## src/rtl/sequence_1010_detector_if.sv

```systemverilog
// Serial bit-stream link for the 1010 detector: data bit towards the detector, match flag back.
interface sequence_1010_detector_if;
  logic in;
  logic detected;

  modport master (output in, input detected);
  modport slave (input in, output detected);
endinterface

```

## src/rtl/sequence_1010_detector.sv

```systemverilog
// Moore FSM detecting the serial pattern 1-0-1-0 (oldest bit first), with
// elaboration-time choice of overlapping or restarting search after a match.
module sequence_1010_detector #(
  parameter bit OVERLAP = 1'b1
) (
  input  logic                        clk,
  input  logic                        rst,
  sequence_1010_detector_if.slave     bus
);

  localparam int unsigned STATE_W = 3;

  typedef enum logic [STATE_W-1:0] {
    IDLE  = 3'd0,
    S1    = 3'd1,
    S10   = 3'd2,
    S101  = 3'd3,
    S1010 = 3'd4
  } state_t;

  state_t state_q;
  state_t state_d;
  logic   detected_q;

  // State and flag register; synchronous active-low reset.
  always_ff @(posedge clk) begin
    if (!rst) begin
      state_q    <= IDLE;
      detected_q <= 1'b0;
    end else begin
      state_q    <= state_d;
      detected_q <= (state_d == S1010);
    end
  end

  // Next-state logic; unused encodings fall back to IDLE.
  always_comb begin
    state_d = state_q;
    case (state_q)
      IDLE:    state_d = bus.in ? S1   : IDLE;
      S1:      state_d = bus.in ? S1   : S10;
      S10:     state_d = bus.in ? S101 : IDLE;
      S101:    state_d = bus.in ? S1   : S1010;
      S1010: begin
        if (bus.in) state_d = OVERLAP ? S101 : S1;
        else        state_d = IDLE;
      end
      default: state_d = IDLE;
    endcase
  end

  assign bus.detected = detected_q;

endmodule

```

## src/flat_wrapper.sv

```systemverilog
// flat-port wrapper written by rule: the top's interface ports become plain ports
module sequence_1010_detector_flat 
#(
  parameter bit OVERLAP = 1'b1
)
  (clk, rst, bus_in, bus_detected);
  sequence_1010_detector_if bus_i ();
  input  logic clk;
  input  logic rst;
  input wire logic [$bits(bus_i.in)-1:0] bus_in;
  output wire logic [$bits(bus_i.detected)-1:0] bus_detected;
  assign bus_i.in = bus_in;
  assign bus_detected = bus_i.detected;
  sequence_1010_detector #(.OVERLAP(OVERLAP)) u_core (.clk(clk), .rst(rst), .bus(bus_i));
endmodule
```

## config.mk

```make
export PLATFORM = sky130hd
export DESIGN_NAME = sequence_1010_detector_flat
export DESIGN_NICKNAME = d
export VERILOG_FILES = /design/src/rtl/sequence_1010_detector_if.sv /design/src/rtl/sequence_1010_detector.sv /design/src/flat_wrapper.sv
export SDC_FILE = /design/constraint.sdc
export NUM_CORES = 1
export LEC_CHECK = 0
export CORE_AREA = 2 2 39 41
export CTS_BUF_LIST = sky130_fd_sc_hd__clkbuf_2 sky130_fd_sc_hd__clkbuf_4 sky130_fd_sc_hd__clkbuf_8
export DETAILED_ROUTE_END_ITERATION = 10
export DIE_AREA = 0 0 41 43
export PLACE_DENSITY = 0.38
export REMOVE_ABC_BUFFERS = 1
export SLEW_MARGIN = 10
export SYNTH_ARGS = -nofsm -noshare
export SYNTH_HDL_FRONTEND = slang
export SYNTH_SLANG_ARGS = --single-unit
export TNS_END_PERCENT = 1
```

## constraint.sdc

```tcl
create_clock -name clk -period 1.25 [get_ports clk]
set_input_delay 0.25 -clock clk [delete_from_list [all_inputs] [get_ports clk]]
set_output_delay 0.25 -clock clk [all_outputs]
set_load 0.005 [all_outputs]
```

# Word level (Yosys, flattened, before mapping)
# Cells that the tools add are included.
dict set report op_classes {
  n_eq_ne 5
  n_mux 5
  n_reduce_logical 2
}
# cell n
set ops {}
lappend ops {{$pmux 3 s4} 1}
lappend ops {{$eq 3x2->1 const B} 2}
lappend ops {{$eq 3x3->1 const B} 2}
lappend ops {{$mux 2} 2}
lappend ops {{$eq 3x1->1 const B} 1}
lappend ops {{$logic_not 3->1} 1}
lappend ops {{$mux 3} 1}
lappend ops {{$reduce_or 2->1} 1}
lappend ops {{$mux 1} 1}
dict set report word_totals {
  regBits 4
  inputBits 3
  output_inout_bits 1
}

# Depth between registers and ports, before layout
# Gate-level depths: netlist of run 1.
dict set report depth {
  word_depth 4
  depth_mapped 2
  mapped_depth_nobuf 2
}

# Least setup slack after synthesis of run 1
# No wires, ideal clock.
dict set report synth_path {
  path_type {flip-flop to flip-flop}
  start {register u_core.state_q[0]}
  end {register u_core.state_q[1]}
  setup_time_ns 0.120
  slack_ns 0.320
  arrival_ns 0.811
  stages_incl_launch_ff 3
  cell_sequence {dfxtp_1 -> and4bb_1 -> o31a_1}
}
dict set report synth_via {
  elab_chain_cells 3
}
# element line_no
set synth_rtl {}
lappend synth_rtl {{start, declared} sequence_1010_detector.sv:21} ;# state_t state_q;
lappend synth_rtl {{start signal, assigned} sequence_1010_detector.sv:31} ;# state_q <= state_d;
lappend synth_rtl {{$eq 3x2->1 or $eq 3x3->1 (tied branches)} sequence_1010_detector.sv:39} ;# case (state_q)
lappend synth_rtl {{$reduce_or 2->1 (no source line)} -}
lappend synth_rtl {{$pmux 3 s4 *} sequence_1010_detector.sv:39}
# Every way passes the cells marked *; elsewhere a longest branch is shown, timed or not.
# A chain may end at the register's enable or synchronous reset.

# Worst setup path after layout of run 1
dict set report layout_path {
  start {input bus_in}
  end {register u_core.state_q[1]}
}
dict set report layout_via {
  elab_chain_cells 2
}
# element line_no
set layout_rtl {}
lappend layout_rtl {{start, declared} flat_wrapper.sv:10} ;# input wire logic [$bits(bus_i.in)-1:0] bus_in;
lappend layout_rtl {{$mux 2, on equally long branches} {sequence_1010_detector.sv:42, sequence_1010_detector.sv:45, sequence_1010_detector.sv:41}}
lappend layout_rtl {{$pmux 3 s4 *} sequence_1010_detector.sv:39}
# Marks and branches as above.

==> results of run 1 <==
[metrics by stage]
step | std cells | setup TNS, ps | hold slack, ps | instance area (um^2)
floorplan | 13 | 0 | 377.9 | 150.1
CTS | 35 | 0 | 484.0 | 221.5
global placement | 32 | -70.62 | 465.2 | 200.2
finish | 35 | 0 | 485.0 | 221.5
detailed placement | 32 | -94.00 | 479.6 | 200.2
global route | 35 | 0 | 503.1 | 221.5
[logic make-up after synthesis]
kind of cell	count (synthesis)	share of synthesized area, %
AND/OR/NAND/NOR	7	37.50
flip-flops	4	53.34
AO/OA/AOI/OAI	2	9.165
[power groups by stage]
stage	clock (mW)	combinational [mW]	sequential, mW
after floorplan	0	0.00533	0.136
after global placement	0	0.0138	0.136
after detailed placement	0	0.0142	0.137
after CTS	0.169	0.0140	0.135
after global routing	0.180	0.0152	0.135
final	0.159	0.0141	0.135
[cells in the mapped netlist, drive strengths merged]
| cell type | instances |
|---|---|
| and3 | 1 |
| and4bb | 2 |
| dfxtp | 4 |
| nand4b | 1 |
| nor2 | 2 |
| nor4b | 1 |
| o21ai | 1 |
| o31a | 1 |
[per-layer routing]
layer	global-route usage, %	share of wire [%]	wire (um)
met5	0	0	0
met4	8.000	3.0	8
met3	1.571	8.7	23
met2	2.813	34	91
met1	5.414	54	142
[final cells by class]
| class | instances | share of cell area [%] |
|---|---|---|
| sequential | 4 | 36.16 |
| multi-input combinational | 9 | 31.64 |
| timing repair buffer | 3 | 12.99 |
| clock buffer | 3 | 10.17 |
| tap | 16 | 9.040 |
[worst max-delay path: stages]
cell and delay [ps]:
clkdlybuf4s50_1 460, and4bb_1 220, o31a_1 290
[flip-flops by register name (all words and copies together), names as in the netlist]
| name | count |
|---|---|
| u_core.state_q | 3 |
| u_core.bus.detected | 1 |
[final timing paths]
kind,end,from,slack [ps]
hold / removal,u_core.state_q[2],u_core.state_q[2],480
setup reg to reg,u_core.state_q[1],u_core.state_q[2],250
setup / recovery,u_core.state_q[1],bus_in,140
hold reg to reg,u_core.state_q[2],u_core.state_q[2],480
[repair_timing]
action,4_1_cts,5_1_grt
setup endpoints to repair,1,0
hold endpoints to repair,0,0
gates resized for setup,1,0
==> run_results.csv, run 1 <==
group,metric,value,unit
floorplan,io_pins,4,
clock_network,path_clk_slew,40,ps
finish,nets,24,
finish,multiInputGateArea,70.07,um^2
drt,vias,122,
clock_network,clock-sinks,4,
synthesis,ys_seq_area_share,53.33,%
clock_network,post_cts_buffers,0,
finish,area_delta_synth_final,47.50,%
synthesis,synthCells,13,
synthesis,ys_warn_count,0,
pwr,power_density,1390,nW/um^2
finish,layout-drive-gt1-share,15.79,%
pwr,power.internal,249.0,uW
worst_setup_path,cp-end-kind,"register",
pwr,p_total,307.8,uW
clock_network,cts_tree,"done",
placement,gp_congestion,0.5028,
floorplan,row_count,14,
placement,io_buffers,3,
clock_network,clock_tree.root_cell,"clkbuf_4",
sta,setup_violations,0,
placement,place_ws,-94.00,ps
global_route,track_usage,4.104,%
clock_network,cts_buffer_depth,2,
finish,fill_cells,156,
clock_network,htreeDepth,1,
clock_network,ctsHoldBuffers,0,
pwr,p_comb_share,4.6,%
finish,utilization,16.00,%
drt,drt-initial-drc-count,10,
synthesis,netlist_area,150.1,um^2
sta,finalHoldViolations,0,
sta,worst_pin_slew,253.9,ps
clock_network,clk_latency,230,ps
pwr,p_sw_share,19.10,%
drt,finalWirelength,265,um
worst_setup_path,critPathKind,"in -> reg",
global_route,grt_max_degree,7,
floorplan,core_area,1384,um^2
global_route,grt_pass1_vias,89,
sta,fin_ws,138.5,ps
worst_setup_path,critPathLaunchType,"input pin",
drt,drt_first_pass_iters,3,
worst_setup_path,arrival,1230,ps
sta,fmax,899.7,MHz
sta,final_max_slew_viol_count,0,
pwr,vdd_drop_max,0.1414,mV
pwr,clkPwrFrac,51.6,%
pwr,leakagePower,0.09336,nW
outcome,status,"complete, no violations",
synthesis,synth_top_area_cell,"dfxtp_1",
drt,avgViaCountPerCell,3.486,
worst_setup_path,required,1360,ps
drt,drc,0,
floorplan,fp.dieW,41,um
clock_network,cts_made_buffers,3,
worst_setup_path,crit_path_max_fanout,5,
sta,fin_skew,4.373,ps
floorplan,dieHeight,43,um
min_path,min_path_cells,1,
global_route,gr-total-overflow,0,
synthesis,synth_area_leaders,"dfxtp_1 (53%), and4bb_1 (17%), nand4b_1 (5.8%), nor4b_1 (5.8%), o31a_1 (5.8%)",
synthesis,ys_ff_latch,4,
pwr,pwr-share-seq,43.8,%
finish,antenna_cells,0,
synthesis,postSynthAreaPerCell,11.55,um^2
global_route,antenna_found_initial,0,
sta,relSlewSlack,82.83,%
floorplan,die_area,1763,um^2
flow_run,drv_cap,0,
worst_setup_path,r2r.worst_path.cells,2,
sta,period_minus_slack,1111,ps
finish,final_common_cell,"dfxtp_1",
drt,post_drt_wl_per_cell,7.571,um
pwr,p_sw,58.79,uW
floorplan,start_util,10.85,%
sta,rsz0062_at_grt,"false",
sta,finalCritPeriodShare,88.92,%
min_path,hold_class,"reg -> reg",
drt,postRouteAntennaNets,0,
placement,post-dp-hpwl,186.8,um
finish,regArea,80.08,um^2
synthesis,yosysUniqueCellTypes,8,
synthesis,yosysTopAreaCellShare,53.33,%
global_route,grt_pass1_wl,414,um
finish,layout_common_cells,"dfxtp_1 (4), clkbuf_4 (3), and4bb_1 (2), nor2_1 (2), clkdlybuf4s50_1 (2)",
(Power assumes the default switching activity.)
==> run 2, diff against run 1 <==
CORE_AREA = 3 3 40 42   (was 2 2 39 41)
DIE_AREA = 0 0 43 45   (was 0 0 41 43)
==> run 2 against run 1 <==
  * Global-route usage fell by 0.35 points
  * First-iteration DRC count decreased by 100%
  * Wire length increased by 10%
  * Fmax rose by 2.0%
  * Utilization is 1.1 points higher
  * Critical path depth did not move
  * Non-clock buffer count unchanged
  * Highest routed layer is now met3
==> run_results.csv, run 2 (synthesis gave the netlist of run 1 again) <==
group,metric,value,unit
clock_network,cts_made_buffers,3,
clock_network,postCtsResizedCells,1,
finish,layout_common_cells,"dfxtp_1 (4), clkbuf_4 (3), and4bb_1 (2), nor2_1 (2), clkdlybuf4s50_1 (2)",
sta,fmax,918.1,MHz
finish,largest_reg_flops,3,
global_route,track_usage,3.750,%
clock_network,post_cts_buffers,0,
worst_setup_path,cp_cell_sequence,"clkdlybuf4s50_1, and4bb_1, o31a_1",
placement,io_buffers,3,
drt,drt_first_pass_iters,1,
finish,nets,24,
sta,final_max_slew_viol_count,0,
global_route,antenna_found_initial,0,
worst_setup_path,r2r_slack,260,ps
worst_setup_path,crit_slowest_cell,"clkdlybuf4s50_1",
sta,finalCritPeriodShare,87.13,%
drt,post_drt_wl_per_cell,8.588,um
flow_run,drv_cap,0,
pwr,power_density,1408,nW/um^2
drt,drc,0,
placement,placed_cell_area,198.9,um^2
sta,relSlewSlack,83.51,%
outcome,status,"complete, no violations",
worst_setup_path,crit_buf_inv,1,
worst_setup_path,arrival,1210,ps
worst_setup_path,critPathMaxStageDelay,460,ps
worst_setup_path,crit_path_max_fanout,5,
worst_setup_path,crit_family,"buffers and inverters",
clock_network,clock-sinks,4,
sta,fin_skew,1.017,ps
clock_network,clock_tree.root_cell,"clkbuf_4",
sta,period_minus_slack,1089,ps
pwr,leakagePower,0.09336,nW
floorplan,start_util,11.68,%
pwr,p_total,310.1,uW
clock_network,clk_latency,230,ps
worst_setup_path,critPathLaunchType,"input pin",
finish,layout-drive-gt1-share,15.79,%
global_route,gr-total-overflow,0,
clock_network,cts_buffer_depth,2,
floorplan,die_area,1935,um^2
finish,area_delta_synth_final,46.67,%
global_route,grt_pass1_wl,462,um
floorplan,row_count,13,
finish,top_register,"u_core.state_q",
clock_network,ctsHoldBuffers,0,
drt,drt-initial-drc-count,0,
global_route,grt_pass1_vias,120,
floorplan,dieHeight,45,um
finish,final_common_cell,"dfxtp_1",
floorplan,io_pins,4,
sta,finalHoldViolations,0,
sta,setup_violations,0,
global_route,grt_max_degree,7,
pwr,vdd_drop_max,0.2661,mV
drt,vias,128,
sta,worst_pin_slew,244.0,ps
placement,gp_congestion,0.5208,
worst_setup_path,required,1370,ps
floorplan,core_area,1285,um^2
sta,rsz0062_at_grt,"false",
min_path,hold_class,"reg -> reg",
drt,postRouteAntennaNets,0,
worst_setup_path,cp-end-kind,"register",
finish,antenna_cells,0,
finish,fin_area,220.2,um^2
drt,finalWirelength,292,um
clock_network,htreeDepth,1,
clock_network,cts_tree,"done",
floorplan,fp.dieW,43,um
clock_network,path_clk_slew,40,ps
drt,avgViaCountPerCell,3.765,
worst_setup_path,critPathKind,"in -> reg",
[run 2: cell counts in the layout (fill, tap and decap cells not counted)]
No cell type changed its count.
[run 2: report_power, final]
part / internal (mW) / switching (mW) / leakage (nW)
logic: 0.0101 / 0.00390 / 0.0470
registers: 0.132 / 0.00311 / 0.0326
clock network: 0.107 / 0.0539 / 0.0138
total: 0.249 / 0.0609 / 0.0934
[run 2: per-layer routing]
layer,GRT usage [%],part of all wire (%)
met1,3.140,47
met3,4.781,12
met4,1.807,0
met2,5.090,41
met5,0,0
[run 2: area by class of cell]
class | count | area, um^2
sequential | 4 | 80.08
multi-input combinational | 9 | 70.07
fill | 141 | 1065
clock buffer | 3 | 22.52
tap | 15 | 18.77
timing repair buffer | 3 | 28.78
[run 2: path summary, 6_finish.rpt]
kind,cells past startpoint,start,to
max reg2reg,2,u_core.state_q[2],u_core.state_q[1]
min,1,u_core.state_q[2],u_core.state_q[2]
max,3,bus_in,u_core.state_q[1]
min reg2reg,1,u_core.state_q[2],u_core.state_q[2]
[run 2: stage by stage]
step	TNS [ps]	util (%)	worst slack (ps)	cells	hold slack, ps
floorplan	0	-	319.6	13	377.9
global placement	-80.42	15.48	-80.42	31	470.2
detailed placement	-85.88	15.48	-85.88	31	475.2
CTS	0	17.14	168.7	34	489.0
global route	0	17.14	117.1	34	512.6
finish	0	17.14	160.8	34	494.5
==> run 3, diff against run 2 <==
GPL_TIMING_DRIVEN = 1   (was not set)
==> results of run 3 <==
The final DEF is identical to that of run 2; final timing and power are the same.
